### src/rtl/ex_stage_pkg.sv
// Shared definitions for the execute stage: opcodes, widths, mul FSM states and the EX->MEM bundle.
package ex_stage_pkg;

  localparam int D_SIZE        = 32;
  localparam int ADDR_LINE_REG = 5;

  typedef enum logic [5:0] {
    OP_ADD  = 6'h00, OP_ADDI = 6'h01,
    OP_SUB  = 6'h02, OP_SUBI = 6'h03,
    OP_MUL  = 6'h04, OP_MULI = 6'h05,
    OP_OR   = 6'h06, OP_ORI  = 6'h07,
    OP_AND  = 6'h08, OP_ANDI = 6'h09,
    OP_XOR  = 6'h0A, OP_XORI = 6'h0B,
    OP_LDW  = 6'h0C, OP_STW  = 6'h0D,
    OP_BZ   = 6'h0E, OP_BEQ  = 6'h0F,
    OP_JR   = 6'h10, OP_HALT = 6'h11
  } opcode_e;

  localparam logic [1:0] MUL_IDLE = 2'd0;
  localparam logic [1:0] MUL_BUSY = 2'd1;
  localparam logic [1:0] MUL_DONE = 2'd2;

  typedef struct packed {
    logic [D_SIZE-1:0]        alu_result;
    logic [D_SIZE-1:0]        store_data;
    logic [ADDR_LINE_REG-1:0] rd;
    logic                     mem_read;
    logic                     mem_to_reg;
    logic                     mem_write;
  } ex_mem_t;

  // Register-form ALU ops are the even opcodes up to XOR; everything else takes the immediate.
  function automatic logic opb_is_reg(input logic [5:0] op);
    return (op <= 6'h0A) && !op[0];
  endfunction

  function automatic logic is_alu_mem(input logic [5:0] op);
    return op <= 6'h0D;
  endfunction

endpackage

### src/rtl/ex_stage_mul_iter.sv
// Radix-2 shift-add multiplier with start/busy/done handshake (used when MUL_ITERATIVE_EN is defined).
// state    | meaning
// MUL_IDLE | waiting for start_i; operands latched on start
// MUL_BUSY | one shift-add step per cycle, MUL_STEPS steps
// MUL_DONE | product_o valid for one cycle, then back to idle
module mul_iter
  import ex_stage_pkg::*;
#(
  parameter int D_SIZE    = 32,
  parameter int MUL_STEPS = 32
) (
  input  logic              clk,
  input  logic              reset,
  input  logic              start_i,
  input  logic [D_SIZE-1:0] a_i,
  input  logic [D_SIZE-1:0] b_i,
  output logic              busy_o,
  output logic              done_o,
  output logic [D_SIZE-1:0] product_o
);

  localparam int CNT_W = $clog2(MUL_STEPS + 1);

  logic [1:0]        state_q, state_d;
  logic [D_SIZE-1:0] a_q, a_d, b_q, b_d, acc_q, acc_d;
  logic [CNT_W-1:0]  cnt_q, cnt_d;

  always_comb begin
    state_d = state_q;
    a_d     = a_q;
    b_d     = b_q;
    acc_d   = acc_q;
    cnt_d   = cnt_q;
    case (state_q)
      MUL_IDLE: if (start_i) begin
        a_d     = a_i;
        b_d     = b_i;
        acc_d   = '0;
        cnt_d   = '0;
        state_d = MUL_BUSY;
      end
      MUL_BUSY: begin
        if (b_q[0]) acc_d = acc_q + a_q;
        a_d   = a_q << 1;
        b_d   = b_q >> 1;
        cnt_d = cnt_q + CNT_W'(1);
        if (cnt_q == CNT_W'(MUL_STEPS - 1)) state_d = MUL_DONE;
      end
      MUL_DONE: state_d = MUL_IDLE;
      default:  state_d = MUL_IDLE;
    endcase
  end

  always_ff @(posedge clk or negedge reset) begin
    if (!reset) begin
      state_q <= MUL_IDLE;
      a_q     <= '0;
      b_q     <= '0;
      acc_q   <= '0;
      cnt_q   <= '0;
    end else begin
      state_q <= state_d;
      a_q     <= a_d;
      b_q     <= b_d;
      acc_q   <= acc_d;
      cnt_q   <= cnt_d;
    end
  end

  assign busy_o    = (state_q == MUL_BUSY);
  assign done_o    = (state_q == MUL_DONE);
  assign product_o = acc_q;

endmodule

### src/rtl/ex_stage.sv
// Execute stage: ALU, branch/HALT resolution and the registered EX->MEM bundle.
// Define MUL_ITERATIVE_EN to use the multi-cycle multiplier that stalls ID.
module ex_stage
  import ex_stage_pkg::*;
#(
  parameter int D_SIZE    = 32,
  parameter int MUL_STEPS = 32
) (
  input  logic                     clk,
  input  logic                     reset,
  input  logic [D_SIZE-1:0]        pc4_in_f_id,
  input  logic [5:0]               opcode_f_id,
  input  logic [D_SIZE-1:0]        rs_reg_value_f_id,
  input  logic [D_SIZE-1:0]        rt_reg_value_f_id,
  input  logic [ADDR_LINE_REG-1:0] rd_add_value_f_id,
  input  logic [D_SIZE-1:0]        i_data_f_id,
  input  logic                     branch_f_id,
  input  logic                     mem_read_f_id,
  input  logic                     mem_to_reg_f_id,
  input  logic                     mem_write_f_id,
  output logic [D_SIZE-1:0]        alu_result_2_mem,
  output logic [D_SIZE-1:0]        store_data_2_mem,
  output logic [ADDR_LINE_REG-1:0] rd_add_value_2_mem,
  output logic                     mem_read_2_mem,
  output logic                     mem_to_reg_2_mem,
  output logic                     mem_write_2_mem,
  output logic                     branch_taken_2_if,
  output logic [D_SIZE-1:0]        branch_target_2_if,
  output logic                     halt_2_if,
  output logic                     stall_2_id
);

  ex_mem_t           ex_mem_d, ex_mem_q;
  logic              br_taken_d, br_taken_q, halt_d, halt_q;
  logic [D_SIZE-1:0] br_target_d, br_target_q;
  logic [D_SIZE-1:0] op_b, mul_res, alu_res;
  logic              is_mul, kill, stall;
  logic              unused_branch;

  // Branch kind is decoded from the opcode here, so the ID branch flag is redundant.
  assign unused_branch = branch_f_id;
  assign kill   = br_taken_q | halt_q;
  assign is_mul = (opcode_f_id == OP_MUL) || (opcode_f_id == OP_MULI);
  assign op_b   = opb_is_reg(opcode_f_id) ? rt_reg_value_f_id : i_data_f_id;

`ifdef MUL_ITERATIVE_EN
  logic mul_busy, mul_done, start_mul;

  assign start_mul = is_mul & ~kill & ~mul_busy & ~mul_done;
  // Gated by reset so the stall output reads 0 while reset is held, like every other output.
  assign stall     = reset & (start_mul | mul_busy);

  mul_iter #(.D_SIZE(D_SIZE), .MUL_STEPS(MUL_STEPS)) u_mul_iter (
    .clk       (clk),
    .reset     (reset),
    .start_i   (start_mul),
    .a_i       (rs_reg_value_f_id),
    .b_i       (op_b),
    .busy_o    (mul_busy),
    .done_o    (mul_done),
    .product_o (mul_res)
  );
`else
  localparam int unused_mul_steps = MUL_STEPS;
  assign stall   = 1'b0;
  assign mul_res = rs_reg_value_f_id * op_b;
`endif

  always_comb begin
    alu_res = '0;
    case (opcode_f_id)
      OP_ADD, OP_ADDI, OP_LDW, OP_STW: alu_res = rs_reg_value_f_id + op_b;
      OP_SUB, OP_SUBI:                 alu_res = rs_reg_value_f_id - op_b;
      OP_MUL, OP_MULI:                 alu_res = mul_res;
      OP_OR,  OP_ORI:                  alu_res = rs_reg_value_f_id | op_b;
      OP_AND, OP_ANDI:                 alu_res = rs_reg_value_f_id & op_b;
      OP_XOR, OP_XORI:                 alu_res = rs_reg_value_f_id ^ op_b;
      default:                         alu_res = '0;
    endcase
  end

  always_comb begin
    ex_mem_d    = '0;
    br_taken_d  = 1'b0;
    br_target_d = '0;
    halt_d      = halt_q;
    if (!kill) begin
      case (opcode_f_id)
        OP_BZ:   br_taken_d = (rs_reg_value_f_id == '0);
        OP_BEQ:  br_taken_d = (rs_reg_value_f_id == rt_reg_value_f_id);
        OP_JR:   br_taken_d = 1'b1;
        OP_HALT: halt_d     = 1'b1;
        default: if (is_alu_mem(opcode_f_id) && !stall) begin
          ex_mem_d.alu_result = alu_res;
          ex_mem_d.store_data = rt_reg_value_f_id;
          ex_mem_d.rd         = rd_add_value_f_id;
          ex_mem_d.mem_read   = mem_read_f_id;
          ex_mem_d.mem_to_reg = mem_to_reg_f_id;
          ex_mem_d.mem_write  = mem_write_f_id;
        end
      endcase
      if (br_taken_d)
        br_target_d = (opcode_f_id == OP_JR) ? rs_reg_value_f_id
                                             : pc4_in_f_id + (i_data_f_id << 2);
    end
  end

  always_ff @(posedge clk or negedge reset) begin
    if (!reset) begin
      ex_mem_q    <= '0;
      br_taken_q  <= 1'b0;
      br_target_q <= '0;
      halt_q      <= 1'b0;
    end else begin
      ex_mem_q    <= ex_mem_d;
      br_taken_q  <= br_taken_d;
      br_target_q <= br_target_d;
      halt_q      <= halt_d;
    end
  end

  assign alu_result_2_mem   = ex_mem_q.alu_result;
  assign store_data_2_mem   = ex_mem_q.store_data;
  assign rd_add_value_2_mem = ex_mem_q.rd;
  assign mem_read_2_mem     = ex_mem_q.mem_read;
  assign mem_to_reg_2_mem   = ex_mem_q.mem_to_reg;
  assign mem_write_2_mem    = ex_mem_q.mem_write;
  assign branch_taken_2_if  = br_taken_q;
  assign branch_target_2_if = br_target_q;
  assign halt_2_if          = halt_q;
  assign stall_2_id         = stall;

endmodule

### config.mk
export PLATFORM = sky130hd
export DESIGN_NAME = ex_stage
export DESIGN_NICKNAME = d
export VERILOG_FILES = /design/src/rtl/ex_stage_pkg.sv /design/src/rtl/ex_stage_mul_iter.sv /design/src/rtl/ex_stage.sv
export SDC_FILE = /design/constraint.sdc
export NUM_CORES = 2
export LEC_CHECK = 0
export CORE_UTILIZATION = 65
export CTS_CLUSTER_SIZE = 40
export DETAILED_ROUTE_END_ITERATION = 10
export PLACE_DENSITY_LB_ADDON = 0.25
export SYNTH_ARGS = -nofsm -noshare
export SYNTH_HDL_FRONTEND = slang
export SYNTH_SLANG_ARGS = --single-unit
### constraint.sdc
create_clock -name clk -period 2.1 [get_ports clk]
set_input_delay 0.315 -clock clk [delete_from_list [all_inputs] [get_ports clk]]
set_output_delay 0.315 -clock clk [all_outputs]
set_load 0.1 [all_outputs]
==> metrics.yaml, run 1 <==
floorplanning:
  io_pins: 252
  start_util_pct: 65.9
  die_h_um: 197
  die_w_um: 197
  rows: 71
status:
  status: "did not finish"
  haltStage: "5_1_grt"
  stop_error: "[ERROR GRT-0116] Global routing finished with congestion. Check the congestion regions in the DRC Viewer."
clock_tree:
  cts.sinks: 106
  cts_buffers: 9
  cts_root_buffer: "clkbuf_16"
  h-tree-depth: 3
  clock_path_buffers: 2
yosys:
  synthArstFlopShare_pct: 100
  yosysMostFrequentCell: "inv_1"
  synth_warnings: 0
  synth_cells: 2878
  synthesis.area_sq_um: 24700
  synthTopCellsByArea: "fa_1 33%, ha_1 13%, dfrtp_1 11%, inv_1 6.6%, nor2_1 5.8%"
  synthFlopType: "dfrtp_1"
  ys_types: 74
  synth_edf_count: 0
  seq_area_frac_synth_pct: 10.7
  synth_top_area_share_pct: 33.2
  synth.ff_latch_count: 106
  synth_nets: 3681
  syn_area_per_cell_sq_um: 8.58
  ys_top_cells_by_count: "432 x inv_1, 410 x fa_1, 381 x nor2_1, 340 x nand2_1, 248 x ha_1"
  synth_top_cell_by_area: "fa_1"
placed_design:
  place_area_sq_um: 32700
  port_buffers: 249
  place_congestion: 1.18
  dp_hpwl_um: 92500
global_route:
  grt_overflow: 7
  grt_pass1_vias: 33540
  grt_max_degree: 54
  grt_pass1_wl_um: 223000
  grt_usage_pct: 80.1
==> through the flow <==
stage	instances	setup WS [ns]
3_5_place_dp	4155	-6.70
2_1_floorplan	2878	-5.48
3_3_place_gp	4155	-6.40
4_1_cts	4197	-5.58
==> cell families after synthesis <==
kind of cell               after synthesis  share of synthesized area, %
muxes                                   27                          1.32
xor gates and xnor gates               200                          7.15
other                                    1                        0.0152
DFF                                    106                          10.7
and+or+nand+nor                        919                          15.9
adders and majority gates              658                          45.8
AOI/OAI and AO/OA                      386                          10.1
buffers and inverters                  581                          9.04
==> layer usage <==
layer	overflow	GRT usage, %
met1	0	79.5
met2	4	94.5
met3	0	68.4
met4	3	78.1
met5	0	43.6
==> what timing repair did <==
action / 4_1_cts
endpoints found under the setup margin: 65
pin swaps: 141
hold buffers: 1
buffers inserted: 32
gates resized for setup: 351
endpoints found under the hold margin: 24
==> run 2, diff against run 1 <==
--- a/config.mk
+++ b/config.mk
@@ -5,10 +5,9 @@
 export SDC_FILE = /design/constraint.sdc
 export NUM_CORES = 2
 export LEC_CHECK = 0
-export CORE_UTILIZATION = 65
-export CTS_CLUSTER_SIZE = 40
+export CORE_UTILIZATION = 40
 export DETAILED_ROUTE_END_ITERATION = 10
-export PLACE_DENSITY_LB_ADDON = 0.25
+export PLACE_DENSITY_LB_ADDON = 0.15
 export SYNTH_ARGS = -nofsm -noshare
 export SYNTH_HDL_FRONTEND = slang
 export SYNTH_SLANG_ARGS = --single-unit
==> metrics.yaml, run 2 <==
status:
  status: "finished with violations"
  violations: "negative setup slack"
floorplanning:
  die-area_sq_um: 62700
  die_w_um: 250  # +27%
  rows: 90  # +27%
  coreArea_sq_um: 60700
  die_h_um: 250  # +27%
  start_util_pct: 40.7  # -25 points
  io_pins: 252  # unchanged
global_route:
  grt_max_degree: 41
  grt_pass1_vias: 26994
  antenna_found_initial: 10
  grt_pass1_wl_um: 182000
  grt_overflow: 0
  grt_usage_pct: 40.8
timing:
  fmax_mhz: 134
  setup_tns_ns: -141.73
  fin_hold_ws_ns: 0.445
  finalHoldViolCount: 0
  relSlewSlack_pct: 27.1
  fin_worst_skew_ns: 0.00922
  setup_viol: 65
  fin_ws_ns: -5.38
  period_needed_ns: 7.48
  drv_slew: 0
  worst_pin_slew_ns: 1.08
  fin_crit_sh_pct: 356
  grt_setup_unrepaired: "yes"
yosys:
  synthesis.area_sq_um: 24700  # unchanged
  yosysMostFrequentCell: "inv_1"
  synth_warnings: 0  # unchanged
  ys_top_cells_by_count: "432 x inv_1, 410 x fa_1, 381 x nor2_1, 340 x nand2_1, 248 x ha_1"
  synth_edf_count: 0  # unchanged
  synth_nets: 3681  # unchanged
  synthFlopType: "dfrtp_1"
  synthTopCellsByArea: "fa_1 33%, ha_1 13%, dfrtp_1 11%, inv_1 6.6%, nor2_1 5.8%"
  synthArstFlopShare_pct: 100  # unchanged
  synth_top_cell_by_area: "fa_1"
  synth.ff_latch_count: 106  # unchanged
  syn_area_per_cell_sq_um: 8.58  # unchanged
  synth_top_area_share_pct: 33.2  # unchanged
  synth_cells: 2878  # unchanged
  ys_types: 74  # unchanged
  seq_area_frac_synth_pct: 10.7  # unchanged
critical_path:
  r2r-start: "branch_taken_2_if"
  critical_path_required_ns: 2.45
  critPathBufInv: 6
  path_delay_family: "adder cells"
  end_kind: "register"
  crit_arrival_ns: 7.83
  crit_path_max_incr_delay_ns: 0.59
  criticalPathCategory: "primary input to register"
  crit_fanout: 10
  path_depth: 28
  r2r.worst_path.cells: 7
  startpoint: "opcode_f_id[3]"
  start_kind: "primary input"
  cp_slowest_cell: "a2111o_2"
clock_tree:
  cts_tree: "yes"
  cts_buffers: 9  # unchanged
  clock_path_buffers: 2  # unchanged
  clkTransAtPathRegs_ns: 0.09
  h-tree-depth: 3  # unchanged
  cts_root_buffer: "clkbuf_16"
  cts.sinks: 106  # unchanged
  insertion_delay_ns: 0.41
placed_design:
  dp_hpwl_um: 106000  # +14%
  place_area_sq_um: 33400  # +2.1%
  place_ws_ns: -6.53  # +0.169 ns
  port_buffers: 249  # unchanged
  place_congestion: 1.03  # -13%
final_layout:
  multi_input_area_sq_um: 22000
  layout_commonest_cell: "buf_4"
  final_cell_mix: "729 x buf_4, 400 x inv_1, 383 x fa_1"
  drive_gt1_share_pct: 33.7
  fill_cells: 5397
  stdcell_area_sq_um: 36600
  area_delta_synth_final_pct: 48.2
  seqCellArea_sq_um: 2650
  final_nets: 4579
drt:
  vias: 25152
  routed_wl_um: 126000
  drc: 0
  vias_per_cell: 5.50
  first_pass_iters: 7
  drtIter0Drc: 2145
  routedWlPerCell_um: 27.5
  drtAntennaViolNets: 0
job:
  cap_violations: 0
worst_hold_path:
  hold_path_class: "primary input to async pin"
run 2: cell counts after synthesis:
Identical to the previous run, type by type.
run 2: cell type report:
class | count | share of cell area [%]
multi-input combinational | 2191 | 60.0
inverter | 455 | 4.82
timing repair buffer | 1013 | 24.3
antenna | 7 | 0.0478
sequential | 106 | 7.25
clock buffer | 10 | 0.653
tap | 782 | 2.67
clock inverter | 6 | 0.191
run 2: per-layer routing:
metal | up-vias | global-route usage [%] | share of wire, %
met5 | - | 0 | 0.020
li1 | 10860 | - | -
met1 | 12707 | 51.7 | 39
met4 | 4 | 23.3 | 6.8
met2 | 1249 | 66.1 | 46
met3 | 332 | 6.72 | 8.1
run 2: stage by stage:
stage               std cells  util, %
floorplan                2878        -
global placement         4467     55.1
detailed placement       4467     55.1
CTS                      4550     59.3
global route             4567     60.3
finish                   4570     60.3
run 2: worst paths after layout:
path,to,slack (ns)
worst max-delay path,alu_result_2_mem[31],-5.38
worst min-delay path,branch_target_2_if[24],0.45
worst max register to register,alu_result_2_mem[28],0
worst min register to register,halt_2_if,0.55
max in group asynchronous,alu_result_2_mem[20],1.00
min in group clk,rd_add_value_2_mem[1],0.45
run 2: repair_timing:
| item | in CTS | in global routing |
|---|---|---|
| pin swaps | 190 | 155 |
| buffers inserted | 71 | 29 |
| cloned | 5 | 0 |
| hold buffers | 1 | 0 |
| hold endpoints to repair | 35 | 0 |
| resized for setup | 466 | 148 |
| endpoints found under the setup margin | 65 | 65 |
run 2: logic make-up after synthesis:
group           Yosys count  synth area share, %
compound gates          386                 10.1
xor+xnor                200                 7.15
fa+ha+maj               658                 45.8
buf+inv                 581                 9.04
flops                   106                 10.7
mux                      27                 1.32
other cells               1               0.0152
simple gates            919                 15.9
Power of run 2 is not shown: default switching activity piles up to over one toggle a cycle in this logic, so the estimate is an artifact.
==> variant (settings of run 2) <==
Remove the case item `OP_SUB, OP_SUBI` of the case on `opcode_f_id`.
--- a/src/rtl/ex_stage.sv
+++ b/src/rtl/ex_stage.sv
@@ -70,7 +70,6 @@
     alu_res = '0;
     case (opcode_f_id)
       OP_ADD, OP_ADDI, OP_LDW, OP_STW: alu_res = rs_reg_value_f_id + op_b;
-      OP_SUB, OP_SUBI:                 alu_res = rs_reg_value_f_id - op_b;
       OP_MUL, OP_MULI:                 alu_res = mul_res;
       OP_OR,  OP_ORI:                  alu_res = rs_reg_value_f_id | op_b;
       OP_AND, OP_ANDI:                 alu_res = rs_reg_value_f_id & op_b;
Formal check against the unedited RTL: not equivalent (a bounded check fails within 4 cycles, from zero or initial values and one cycle with reset low).
==> variant against run 2 <==
Largest cell class unchanged. Non-clock buffer count increased by 13. Cell area decreased by 1.2%. Critical endpoint is now alu_result_2_mem[30]. Sequential cell count unchanged. Routed wire length fell by 6.1%. Setup slack worse by 0.23 ns. Via count shrank 4.2%. Synthesized cell count is 5.0% lower. Synthesized area shrank 4.4%. The run still ends with negative setup slack left.
Power is left out: the tool's default activity adds up to more than one toggle a clock period on the data nets, which glitch-free logic cannot reach.
==> variant: results <==
export IMPL_cp_arrival_ns=8.03
export IMPL_h_tree_depth=3
export IMPL_place_hpwl_um=99600
export IMPL_slowest_stage="fa_1"
export IMPL_r2r_start="halt_2_if"
export IMPL_holdPathStages=3
export IMPL_seq_area_frac_synth=0.112
export IMPL_path_clk_slew_ns=0.08
export IMPL_m1WireLength_um=48200
export IMPL_reg2reg_to="alu_result_2_mem[31]"
export IMPL_num_fill_cells=5087
export IMPL_wl_met2_um=54900
export IMPL_crit_family="adder cells"
export IMPL_synth_area_leaders="fa_1 (35%), ha_1 (11%), dfrtp_1 (11%), inv_1 (7.0%), nor2_1 (6.0%)"
export IMPL_skew_ns=0.0117
export IMPL_yosys_warnings=0
export IMPL_numPortBuffers=249
export IMPL_hp_class="in2reg"
export IMPL_violations="negative setup slack"
export IMPL_setup_viol=57
export IMPL_worst_slack_ns=-5.61
export IMPL_dp_slack_ns=-6.71
export IMPL_cp_max_fo=6
export IMPL_dr_pass1_iters=6
export IMPL_cts_buffer_depth=2
export IMPL_status="finished with violations"
export IMPL_grt_pass1_wl_um=170000
export IMPL_gp_congestion=1.06
export IMPL_min_delay_start="opcode_f_id[0]"
export IMPL_track_usage=0.395
export IMPL_ys_flop_type="dfrtp_1"
export IMPL_vias_per_cell=5.45
export IMPL_wl_per_cell_um=26.7
export IMPL_crit_path_max_incr_delay_ns=0.57
export IMPL_syn_nets=3506
export IMPL_synth_cell_types=70
export IMPL_path_common_cell="fa_1"
export IMPL_route_met3_wl_um=9200
export IMPL_synth_common_cells="inv_1 (443), fa_1 (410), nor2_1 (377), nand2_1 (286), ha_1 (216)"
export IMPL_timing_reg2reg_setup_slack_ns=0.36
export IMPL_topRoutingLayerUsed="met5"
export IMPL_drc=0
export IMPL_timing_slew_headroom=0.585
export IMPL_antenna_found_initial=4
export IMPL_worstHoldEndpoint="halt_2_if"
export IMPL_async_flop_share=1.00
export IMPL_grt_max_degree=41
export IMPL_hold_ws_ns=0.344
export IMPL_final_layout_size_suffix_gt1_frac=0.364
export IMPL_drtIter0Drc=2103
export IMPL_critical_path_endpoint="alu_result_2_mem[30]"
export IMPL_num_nets_final=4423
export IMPL_root_buffer="clkbuf_16"
export IMPL_grt_pass1_vias=25200
variant: what timing repair did:
action,in CTS,in global routing
pin swaps,198,191
hold buffers,1,0
endpoints found under the setup margin,65,65
cloned,3,1
setup buffers,45,47
resized for setup,378,229
hold endpoints to repair,31,0
variant: area by class of cell:
| cell class | count | area (um2) | area share |
|---|---|---|---|
| multi-input cells | 2042 | 21100 | 0.584 |
| clock inverters | 7 | 83.8 | 0.00232 |
| repair inverters | 1 | 6.26 | 0.000173 |
| inverters | 466 | 1840 | 0.0508 |
| clock buffers | 9 | 225 | 0.00623 |
| repair buffers | 1026 | 9270 | 0.256 |
| flip-flops and latches | 106 | 2650 | 0.0733 |
| well taps | 765 | 957 | 0.0265 |
| diodes | 1 | 2.50 | 0.0000692 |
variant: logic make-up (layout without fill, tap and decap cells):
kind of cell	after synthesis	after routing	synth area share
adders and majority gates	626	626	0.462
muxes	36	37	0.0173
AOI/OAI and AO/OA	391	391	0.108
DFF	106	106	0.112
xor gates and xnor gates	155	155	0.0575
and+or+nand+nor	832	832	0.148
buffers and inverters	588	1509	0.0949
other	1	2	0.000159
variant: routing by layer:
metal	up-vias	GRT usage
met1	12300	0.525
met3	245	0.0700
met2	1081	0.637
li1	10400	-
met5	-	0
met4	2	0.160
variant: per-stage QoR:
step	util	std cells	area [um2]	TNS (ns)
after floorplan	-	2735	24300	-132.98
after global placement	0.565	4335	32800	-204.75
after detailed placement	0.565	4335	32800	-208.87
after CTS	0.604	4387	35000	-144.51
after global routing	0.623	4423	36200	-153.56
final	0.623	4423	36200	-147.00
